--- src/rtl/toggle_pulse_gen.sv ---
// toggle_pulse_gen: issues single-cycle enable strobes every P clock cycles,
// either for a finite burst or continuously, until aborted. All outputs are
// registered. Intended to drive the enable of a downstream toggle flop.
module toggle_pulse_gen #(
  parameter int DIV_W = 16,
  parameter int CNT_W = 8
) (
  input  logic             clk,
  input  logic             rst,
  input  logic             start,
  input  logic             stop,
  input  logic [DIV_W-1:0] period,
  input  logic [CNT_W-1:0] burst_len,
  output logic             en,
  output logic             busy,
  output logic             done,
  output logic [CNT_W-1:0] pulse_cnt
);

  typedef enum logic {
    IDLE = 1'b0,
    RUN  = 1'b1
  } state_t;

  localparam logic [DIV_W-1:0] DIV_ONE = DIV_W'(1);
  localparam logic [CNT_W-1:0] CNT_ONE = CNT_W'(1);

  state_t           state_q, state_d;
  logic [DIV_W-1:0] per_q, per_d;   // latched effective period
  logic [CNT_W-1:0] len_q, len_d;   // latched burst length (0 = continuous)
  logic [DIV_W-1:0] div_q, div_d;   // cycles remaining until the next strobe
  logic [CNT_W-1:0] cnt_q, cnt_d;
  logic             en_q, en_d;
  logic             done_q, done_d;

  logic [DIV_W-1:0] eff_period;
  logic [CNT_W-1:0] cnt_inc;

  assign eff_period = (period == '0) ? DIV_ONE : period;
  assign cnt_inc    = cnt_q + CNT_ONE;

  // State and output registers with synchronous reset.
  // NOTE: sequential state uses non-blocking (<=) so every flop samples the
  // pre-edge values; blocking here would create order-dependent races.
  always_ff @(posedge clk) begin
    if (rst) begin
      state_q <= IDLE;
      per_q   <= '0;
      len_q   <= '0;
      div_q   <= '0;
      cnt_q   <= '0;
      en_q    <= 1'b0;
      done_q  <= 1'b0;
    end else begin
      state_q <= state_d;
      per_q   <= per_d;
      len_q   <= len_d;
      div_q   <= div_d;
      cnt_q   <= cnt_d;
      en_q    <= en_d;
      done_q  <= done_d;
    end
  end

  // Next-state and next-output logic. The divider holds the distance to the
  // next strobe; a strobe is registered on the edge where it reaches one, so
  // the strobe appears exactly P cycles after the accepting edge.
  // NOTE: every *_d gets a default before the case so no path leaves a signal
  // unassigned, which would otherwise infer a latch.
  always_comb begin
    state_d = state_q;
    per_d   = per_q;
    len_d   = len_q;
    div_d   = div_q;
    cnt_d   = cnt_q;
    en_d    = 1'b0;
    done_d  = 1'b0;

    case (state_q)
      IDLE: begin
        if (start && !stop) begin
          state_d = RUN;
          per_d   = eff_period;
          len_d   = burst_len;
          if (eff_period == DIV_ONE) begin
            // P = 1: the very first RUN cycle already carries a strobe.
            div_d  = DIV_ONE;
            en_d   = 1'b1;
            cnt_d  = CNT_ONE;
            done_d = (burst_len == CNT_ONE);
          end else begin
            div_d = eff_period - DIV_ONE;
            cnt_d = '0;
          end
        end
      end

      RUN: begin
        if (stop || done_q) begin
          // Abort or natural end: leave RUN, suppress any pending strobe,
          // keep the pulse count visible.
          state_d = IDLE;
        end else if (div_q == DIV_ONE) begin
          en_d   = 1'b1;
          cnt_d  = cnt_inc;
          div_d  = per_q;
          done_d = (len_q != '0) && (cnt_inc == len_q);
        end else begin
          div_d = div_q - DIV_ONE;
        end
      end

      default: state_d = IDLE;
    endcase
  end

  assign en        = en_q;
  assign busy      = (state_q == RUN);
  assign done      = done_q;
  assign pulse_cnt = cnt_q;

endmodule

--- config.mk ---
export PLATFORM = sky130hd
export DESIGN_NAME = toggle_pulse_gen
export DESIGN_NICKNAME = d
export VERILOG_FILES = /design/src/rtl/toggle_pulse_gen.sv
export SDC_FILE = /design/constraint.sdc
export NUM_CORES = 1
export LEC_CHECK = 0
export CAP_MARGIN = 10
export CELL_PAD_IN_SITES_DETAIL_PLACEMENT = 0
export CELL_PAD_IN_SITES_GLOBAL_PLACEMENT = 1
export CORE_AREA = 2 2 67 116
export CTS_BUF_LIST = sky130_fd_sc_hd__clkbuf_8
export DETAILED_ROUTE_END_ITERATION = 10
export DIE_AREA = 0 0 69 118
export GPL_TIMING_DRIVEN = 1
export PLACE_DENSITY_LB_ADDON = 0.1
export SYNTH_ARGS = -nofsm -noshare
export SYNTH_HDL_FRONTEND = slang
export SYNTH_SLANG_ARGS = --single-unit
--- constraint.sdc ---
create_clock -name clk -period 8.2 [get_ports clk]
set_input_delay 1.64 -clock clk [delete_from_list [all_inputs] [get_ports clk]]
set_output_delay 1.64 -clock clk [all_outputs]
set_load 0.01 [all_outputs]
# == Yosys cells after proc, flatten, opt, wreduce, memory -nomap -nowiden ==
# Index checks and enable logic that the tools add are counted.
# Widths: inputs -> output; s select.
# totals
out_inout_bits,11
reg_bits,51
# op_classes
n_eq_ne,7
mux,24
reduce_logical,9
n_addsub,3
bitwise,1
# ops
op,count
$mux 16,5
$eq 16x1->1 const B,2
$pmux 16 s2,1
$sub 16x1->16 const B,2
$mux 8,3
$logic_not 16->1,1
$pmux 8 s2,1
$mux 1,11
$add 8x1->8 const B,1
$eq 8x1->1 const B,1
$eq 8x8->1,1
$reduce_bool 8->1,1
$pmux 1 s2,3
$ne 2x2->1 const B,2
$reduce_and 2->1,2
$reduce_and 3->1,1
$logic_and 1x1->1,2
$ne 2x1->1 const B,1
$logic_not 1->1,1
$logic_or 1x1->1,1
$not 1->1,1

# == Depth between registers and ports, before layout ==
# Gate-level depths: netlist of the first run.
# logic_depth
depth_word,6
mapped_depth,10
depth_no_buf,10

# == Worst setup path before layout of the first run ==
# No wires, ideal clock.
# synth_timing
path_kind,in2reg
startpoint,input period[14]
endpoint,register div_q[9]
required_ns,8.080
stages,10
arrival_ns,3.588
setup_slack_ns,4.492
cell_sequence,nor4_2 -> and3_1 -> a21oi_1 -> inv_1 -> ha_1 -> nor3b_1 -> a41oi_2 -> nand3b_1 -> a21oi_1 -> a211o_1
# synth_via
elab_chain_cells,6
word_cells_on_any_way,7
cone_classes,add/sub (1); eq/ne (1); mux (4); reduce/logical (1)
# synth_lines
element,line,text
"start, declared",12,"input logic [DIV_W-1:0] period,"
$logic_not 16->1 *,39,assign eff_period = (period == '0) ? DIV_ONE : period;
$mux 16 *,39,
via eff_period[0],36,logic [DIV_W-1:0] eff_period;
$sub 16x1->16 or $eq 16x1->1 (tied branches),"92, 85",
$mux 16 *,85,if (eff_period == DIV_ONE) begin
$mux 16 *,81,if (start && !stop) begin
$pmux 16 s2 *,79,case (state_q)
"end signal, assigned",58,div_q <= div_d;
"end, declared",31,"logic [DIV_W-1:0] div_q, div_d;"
# The timed path passes the listed nets; every way through them passes the cells marked *. The select of a mux whose other input is x is not followed.
# A chain may end at the register's enable or synchronous reset.

# == Worst setup path after layout of the first run ==
# Same ends and word-level chain as after synthesis.

==> impl_results.rst, run 1 <==
.. list-table::
   :header-rows: 1

   * - Metric
     - Value
   * - Outcome
     - completed
   * - Count of flip-flops with a built-in enable after synthesis
     - 0
   * - Worst hold-check path type
     - reg2reg
   * - Seq. cell area
     - 1021 µm²
   * - Hold-fix buffer count after cts
     - 0
   * - Max-slew headroom
     - 39.08%
   * - Share of layout cells above drive strength 1
     - 7.517%
   * - Top_reg_cell synth
     - dfxtp_1
   * - Unrepaired setup endpoints after global routing
     - no
   * - Critical Path Most Common Cell
     - a21oi_1
   * - Post-DRT Antenna Nets
     - 0
   * - Maximum clock frequency
     - 228.7 MHz
   * - Die Area
     - 8142 µm²
   * - Antenna cell count
     - 0
   * - Maximum number of pins on one net before global-route repair
     - 47
   * - Most frequent cells in the layout
     - 80 x nand2_1, 52 x a21oi_1, 51 x dfxtp_1, 38 x clkdlybuf4s50_1, 24 x nor2_1
   * - Arrival time of the worst setup path
     - 4.59 ns
   * - Crit path buffers/inverters
     - 2
   * - Cells after DPL
     - 518
   * - Final WL
     - 9908 µm
   * - Clock slew at reported path FFs
     - 0.10 ns
   * - Clk buf depth
     - 2
   * - Syn Nets
     - 444
   * - Type of the worst setup path
     - in2reg
   * - Total CTS buffers
     - 5
   * - Number of max-slew violations in the final report
     - 0
   * - Die W
     - 69 µm
   * - VDD IR max
     - 103.4 µV
   * - Final worst-path cycle share
     - 53.33%
   * - Post-cts repair resize count
     - 0
   * - Most common library cell in the layout ignoring fill and taps
     - nand2_1
   * - H-tree depth reported by CTS
     - 2
   * - Leakage power summed over all cells
     - 1.228 nW
   * - Number of iterations in the first detailed-routing pass
     - 4
   * - Mean cell area of the mapped netlist
     - 7.790 µm²
   * - Placeable core region
     - 7182 µm²
   * - Vias in the first global route
     - 3,225
   * - Share of synthesized area occupied by flip-flops and latches
     - 31.89%
   * - Setup TNS
     - 0 ns
   * - Initial antenna violation count
     - 0
   * - Global-route total usage across every layer
     - 24.77%
   * - Flop and latch count out of synthesis
     - 51
   * - Final Instance Count excl. Fillers
     - 525
   * - Final RePlAce weighted congestion
     - 0.8762
   * - Cell count along the critical path
     - 11
   * - Required time worst endpoint
     - 8.42 ns
   * - CP max-delay cell
     - nor4_2
   * - Via density
     - 6.051
   * - Count of final hold-check violations
     - 0
   * - First-pass GRT wire length
     - 16,240 µm
   * - Area growth from synthesis to layout
     - 16.49%
   * - Final Net Count
     - 472
   * - Fill cell count
     - 742
   * - Post-route core utilization
     - 51.93%
   * - Clock skew after layout
     - 0.004601 ns
   * - Site Rows
     - 41
   * - Worst R2R Setup Slack
     - 5.45 ns
   * - Type of origin of the critical path
     - primary input
   * - Vias
     - 3,177
   * - Quantity of I/O buffers inserted on ports
     - 38
   * - Area of the mapped netlist
     - 3202 µm²
   * - Routed len/inst
     - 18.87 µm
   * - Io pins
     - 39
   * - Footprint of the multi-input gates
     - 2054 µm²
   * - Overall overflow remaining after global route
     - 0
   * - Clock tree from TritonCTS
     - done
   * - Number of distinct library cells after synthesis
     - 65
   * - Final min period
     - 4.373 ns
   * - Number of warning messages in the yosys log
     - 0
   * - Count of mapped cells out of synthesis
     - 411
   * - Chip height
     - 118 µm
   * - Total setup violations reported at the end of the flow
     - 0
   * - Critical Path Max Stage Delay
     - 0.60 ns
   * - Cell count of the worst reg-to-reg path
     - 7
   * - Areal power density over the cells
     - 158.2 nW/µm²
   * - Cell-by-cell trace of the critical path
     - clkdlybuf4s50_1 -> nor4_2 -> and3_1 -> a21oi_1 -> inv_1 -> ha_1 -> nor3b_1 -> a41oi_2 -> nand3b_1 -> a21oi_1 -> a211o_1
   * - Max-capacitance violation count
     - 0
   * - Detail Placement HPWL
     - 7179 µm
   * - Clk Tree Root Cell
     - clkbuf_8
   * - Worst path top cell family by delay
     - simple AND/OR/NAND/NOR gates
   * - Post-synth ARST share
     - 0%
   * - Initial core utilization
     - 44.58%
   * - Number of clock sinks
     - 51
   * - 1st-iter DRT viols
     - 252
   * - Transition time at the pin with the least slew margin
     - 0.9084 ns
   * - Number of DRC violations after detailed routing
     - 0
   * - Kind of capture point of the worst setup path
     - flip-flop
   * - Later-pin clock latency in the skew report
     - 0.32 ns
   * - Total setup buffers inserted after CTS
     - 0
   * - Maximum fanout along the worst path
     - 7
   * - Min-Delay Path Depth
     - 2
-- worst min-delay path, cell delays in order (launching register included) --
cell	delay [ns]
dfxtp_1	0.32
nand2_1	0.05
a21oi_1	0.05
-- synth_stat cells, drive strengths merged, types with 2 or more instances --
| library cell | number | share of area (%) |
|---|---|---|
| a211o | 2 | 0.55 |
| a211oi | 11 | 2.6 |
| a21oi | 53 | 8.4 |
| a22oi | 3 | 0.70 |
| a31oi | 2 | 0.39 |
| a41oi | 2 | 0.78 |
| and3 | 4 | 0.78 |
| and4 | 2 | 0.55 |
| buf | 5 | 1.1 |
| clkbuf | 16 | 1.9 |
| dfxtp | 51 | 32 |
| ha | 5 | 2.0 |
| inv | 9 | 1.1 |
| mux2i | 3 | 0.94 |
| nand2 | 80 | 9.4 |
| nand2b | 3 | 0.59 |
| nand3 | 14 | 2.2 |
| nand3b | 3 | 1.1 |
| nand4 | 4 | 1.2 |
| nand4b | 2 | 0.55 |
| nor2 | 26 | 3.1 |
| nor3 | 15 | 2.7 |
| nor3b | 5 | 1.2 |
| nor4 | 14 | 5.0 |
| nor4b | 4 | 1.5 |
| o211ai | 6 | 1.4 |
| o21a | 2 | 0.47 |
| o21ai | 13 | 2.1 |
| o221ai | 3 | 1.0 |
| o31a | 2 | 0.55 |
| o31ai | 3 | 0.70 |
| o41ai | 3 | 0.82 |
| or2 | 2 | 0.39 |
| or4 | 2 | 0.59 |
| xnor2 | 18 | 4.9 |
| xor2 | 5 | 1.4 |
-- cells by family (layout without fill, tap and decap cells) --
logic type,count (synthesis),count (layout),synth area share [%]
AND/OR/NAND/NOR,183,183,31.34
AO/OA/AOI/OAI,116,116,23.56
flip-flops,51,51,31.89
buffers and inverters,30,58,4.025
XOR/XNOR,23,23,6.291
adder cells (fa/ha/maj),5,5,1.954
multiplexers,3,3,0.9379
-- final cells by class --
cell class	instances	area share (%)
Inverter	9	0.9057
Multi-Input combinational cell	330	55.08
Clock buffer	5	1.845
Sequential cell	51	27.37
Timing Repair Buffer	42	11.00
Tap cell	86	2.885
Clock inverter	2	0.9057
-- metrics by stage --
stage	setup slack [ns]	total power [mW]	hold WS, ns	area (µm²)
finish	3.827	0.5899	0.4589	3730
global route	3.512	0.6140	0.4792	3730
CTS	3.828	0.5916	0.4614	3730
detailed placement	3.489	0.4171	0.4466	3627
global placement	3.606	0.4165	0.4401	3627
floorplan	4.492	0.3696	0.4332	3202
-- where the power goes --
group / internal, mW / total (mW) / switching, mW / leakage, nW
Sequential: 0.259 / 0.277 / 0.0180 / 0.416
Combinational: 0.0576 / 0.135 / 0.0779 / 0.756
Clock: 0.0884 / 0.177 / 0.0885 / 0.0554
Total: 0.406 / 0.590 / 0.184 / 1.23
-- flip-flops by register name, indices dropped and copies added (netlist names) --
name and flops:
busy 1, div_q 16, done 1, en 1
len_q 8, per_q 16, pulse_cnt 8
-- metal layers --
metal	vias to the layer above	track usage, %	wire length (µm)
li1	1556	-	-
met1	1520	27.07	3897
met2	75	44.35	5287
met3	26	3.510	254
met4	0	14.58	468
met5	-	0	0
-- final timing paths --
path                                            start                   endpoint
worst min register to register  per_q[4]$_SDFFE_PP0P_      per_q[4]$_SDFFE_PP0P_
worst max register to register  div_q[1]$_SDFFE_PP0P_  pulse_cnt[2]$_SDFFE_PP0P_
worst max-delay path                       period[14]      div_q[9]$_SDFFE_PP0P_
worst min-delay path            per_q[4]$_SDFFE_PP0P_      per_q[4]$_SDFFE_PP0P_
Power figures use the tool's default switching activity.
==> run 2: changes to the inputs <==
CORE_AREA = 2 2 72 125   (was 2 2 67 116)
DIE_AREA = 0 0 74 127   (was 0 0 69 118)
clock period = 3.7 ns   (was 8.2 ns; I/O delays follow)
==> impl_results.rst, run 2 (synthesis results as in run 1) <==
.. list-table::
   :header-rows: 1

   * - Metric
     - Value
   * - Outcome
     - completed
   * - 1st-iter DRT viols
     - 231 (-8.3%)
   * - Final worst-path cycle share
     - 87.31%
   * - Initial core utilization
     - 38.52% (-6.1 points)
   * - Placement-stage worst setup slack
     - 0.1770 ns (-3.312 ns)
   * - Clock tree from TritonCTS
     - done
   * - H-tree depth reported by CTS
     - 2 (unchanged)
   * - Areal power density over the cells
     - 328.6 nW/µm² (+110%)
   * - Count of final hold-check violations
     - 0 (unchanged)
   * - Total setup violations reported at the end of the flow
     - 0 (unchanged)
   * - Total CTS buffers
     - 5 (unchanged)
   * - Transition time at the pin with the least slew margin
     - 0.8080 ns (-0.1004 ns)
   * - Switching share of power
     - 33.45% (+2.2 points)
   * - Number of iterations in the first detailed-routing pass
     - 4 (unchanged)
   * - Leakage power summed over all cells
     - 1.285 nW (+4.6%)
   * - Vias
     - 3,166 (-0.35%)
   * - Final WS setup
     - 0.4695 ns (-3.357 ns)
   * - Footprint of the multi-input gates
     - 2054 µm² (unchanged)
   * - Max-slew headroom
     - 45.93% (+6.9 points)
   * - Worst hold-check path type
     - reg2reg
   * - Initial antenna violation count
     - 0 (unchanged)
   * - Cells after DPL
     - 560 (+8.1%)
   * - Overall overflow remaining after global route
     - 0 (unchanged)
   * - Clock slew at reported path FFs
     - 0.10 ns (about the same)
   * - Final min period
     - 3.231 ns
   * - Maximum fanout along the worst path
     - 6 (-1)
   * - Site Rows
     - 44 (+7.3%)
   * - Via density
     - 5.574 (-7.9%)
   * - Setup TNS
     - 0 ns (unchanged)
   * - Part of the power in registers
     - 48.5% (+1.5 points)
   * - First-pass GRT wire length
     - 17,110 µm (+5.4%)
   * - Number of clock sinks
     - 51 (unchanged)
   * - Vias in the first global route
     - 3,236 (+0.34%)
   * - Chip height
     - 127 µm (+7.6%)
   * - Placeable core region
     - 8313 µm² (+16%)
   * - Number of max-slew violations in the final report
     - 0 (unchanged)
   * - Fill cell count
     - 895 (+21%)
   * - P_int
     - 0.8396 mW (+110%)
   * - Detail Placement HPWL
     - 7568 µm (+5.4%)
   * - Die Area
     - 9398 µm² (+15%)
   * - Final WL
     - 10,510 µm (+6.1%)
   * - VDD IR max
     - 194.9 µV (+89%)
   * - Number of DRC violations after detailed routing
     - 0 (unchanged)
   * - Maximum number of pins on one net before global-route repair
     - 34 (-28%)
   * - Clk Tree Root Cell
     - clkbuf_8
   * - Post-cts repair resize count
     - 0 (unchanged)
   * - Die W
     - 74 µm (+7.2%)
   * - Net switching power figure
     - 0.4220 mW (+130%)
   * - Final Net Count
     - 485 (+2.8%)
   * - Arrival time of the worst setup path
     - 3.48 ns (-1.11 ns)
   * - Total setup buffers inserted after CTS
     - 0 (unchanged)
   * - Seq. cell area
     - 1021 µm² (unchanged)
   * - Most frequent cells in the layout
     - 80 x nand2_1, 52 x a21oi_1, 51 x dfxtp_1, 37 x clkdlybuf4s50_1, 24 x nor2_1
   * - Global-route total usage across every layer
     - 24.02% (-0.75 points)
   * - Share of layout cells above drive strength 1
     - 10.82% (+3.3 points)
   * - Largest registers
     - div_q: 16 flops, per_q: 16 flops
   * - Required time worst endpoint
     - 3.95 ns (-4.47 ns)
   * - Final RePlAce weighted congestion
     - 0.8673 (-1.0%)
   * - Unrepaired setup endpoints after global routing
     - no
   * - Final Instance Count excl. Fillers
     - 568 (+8.2%)
   * - Later-pin clock latency in the skew report
     - 0.32 ns (about the same)
   * - Final Cell Area
     - 3840 µm² (+3.0%)
   * - Worst hold margin
     - 0.4579 ns (-0.0009350 ns)
   * - Io pins
     - 39 (unchanged)
   * - Clock skew after layout
     - 0.008677 ns (+0.004075 ns)
   * - Maximum clock frequency
     - 309.5 MHz
   * - Type of the worst setup path
     - in2reg
   * - Clk network pwr share
     - 26.8% (-3.2 points)
   * - Total Power Consumption
     - 1.262 mW (+110%)
   * - Max-capacitance violation count
     - 0 (unchanged)
   * - Kind of capture point of the worst setup path
     - flip-flop
   * - Quantity of I/O buffers inserted on ports
     - 38 (unchanged)
   * - Routed len/inst
     - 18.51 µm (-1.9%)
   * - Antenna cell count
     - 0 (unchanged)
   * - Post-DP Area
     - 3756 µm² (+3.6%)
   * - Clk buf depth
     - 2 (unchanged)
   * - Post-route core utilization
     - 46.19% (-5.7 points)
   * - Most common library cell in the layout ignoring fill and taps
     - nand2_1
   * - Type of origin of the critical path
     - primary input
   * - Area growth from synthesis to layout
     - 19.93%
   * - Logic gate share of total power
     - 24.7% (+1.7 points)
   * - Hold-fix buffer count after cts
     - 0 (unchanged)
   * - Post-DRT Antenna Nets
     - 0 (unchanged)
## run 2: changes by cell type in the layout (fill, tap and decap cells not counted), sizes merged
cell,before,now
buf,4,18
clkdlybuf4s50,38,37
inv,10,9
bufinv,1,0
clkinv,0,3
## run 2: final timing paths
| check | end | from | cells past startpoint | slack (ns) |
|---|---|---|---|---|
| setup / recovery | div_q[15]$_SDFFE_PP0P_ | period[7] | 11 | 0.47 |
| hold reg to reg | per_q[14]$_SDFFE_PP0P_ | per_q[14]$_SDFFE_PP0P_ | 2 | 0.46 |
| hold / removal | per_q[14]$_SDFFE_PP0P_ | per_q[14]$_SDFFE_PP0P_ | 2 | 0.46 |
| setup reg to reg | pulse_cnt[2]$_SDFFE_PP0P_ | div_q[0]$_SDFFE_PP0P_ | 6 | 1.35 |
## run 2: final cells by class
cell class                      instances  area share (%)
Tap cell                              115           3.747
Inverter                                9          0.8798
Timing Repair Buffer                   55           13.10
Sequential cell                        51           26.59
Clock buffer                            5           1.792
Clock inverter                          3          0.3910
Multi-Input combinational cell        330           53.50
## run 2: power groups by stage
stage / logic (mW) / clock network, mW / registers (mW)
detailed placement: 0.310 / 0 / 0.625
CTS: 0.312 / 0.345 / 0.612
floorplan: 0.209 / 0 / 0.611
global placement: 0.310 / 0 / 0.624
finish: 0.312 / 0.338 / 0.612
global route: 0.346 / 0.366 / 0.617
## run 2: metal layers
metal  up-vias  routed length [µm]  track usage [%]  part of all wire, %
met5         -                   0                0                    0
met2        69                5687            43.38                   54
li1       1585                   -                -                    -
met1      1489                4133            27.30                   39
met4         0                 355            10.37                  3.4
met3        23                 338            2.997                  3.2
## run 2: critical path, cell delays in order
cell	delay, ns
clkdlybuf4s50_1	0.64
nor4_4	0.09
and3_1	0.22
a21oi_1	0.18
inv_1	0.06
ha_1	0.18
nor3b_1	0.14
and4_1	0.23
nor4_2	0.59
o311ai_0	0.26
o211ai_1	0.14
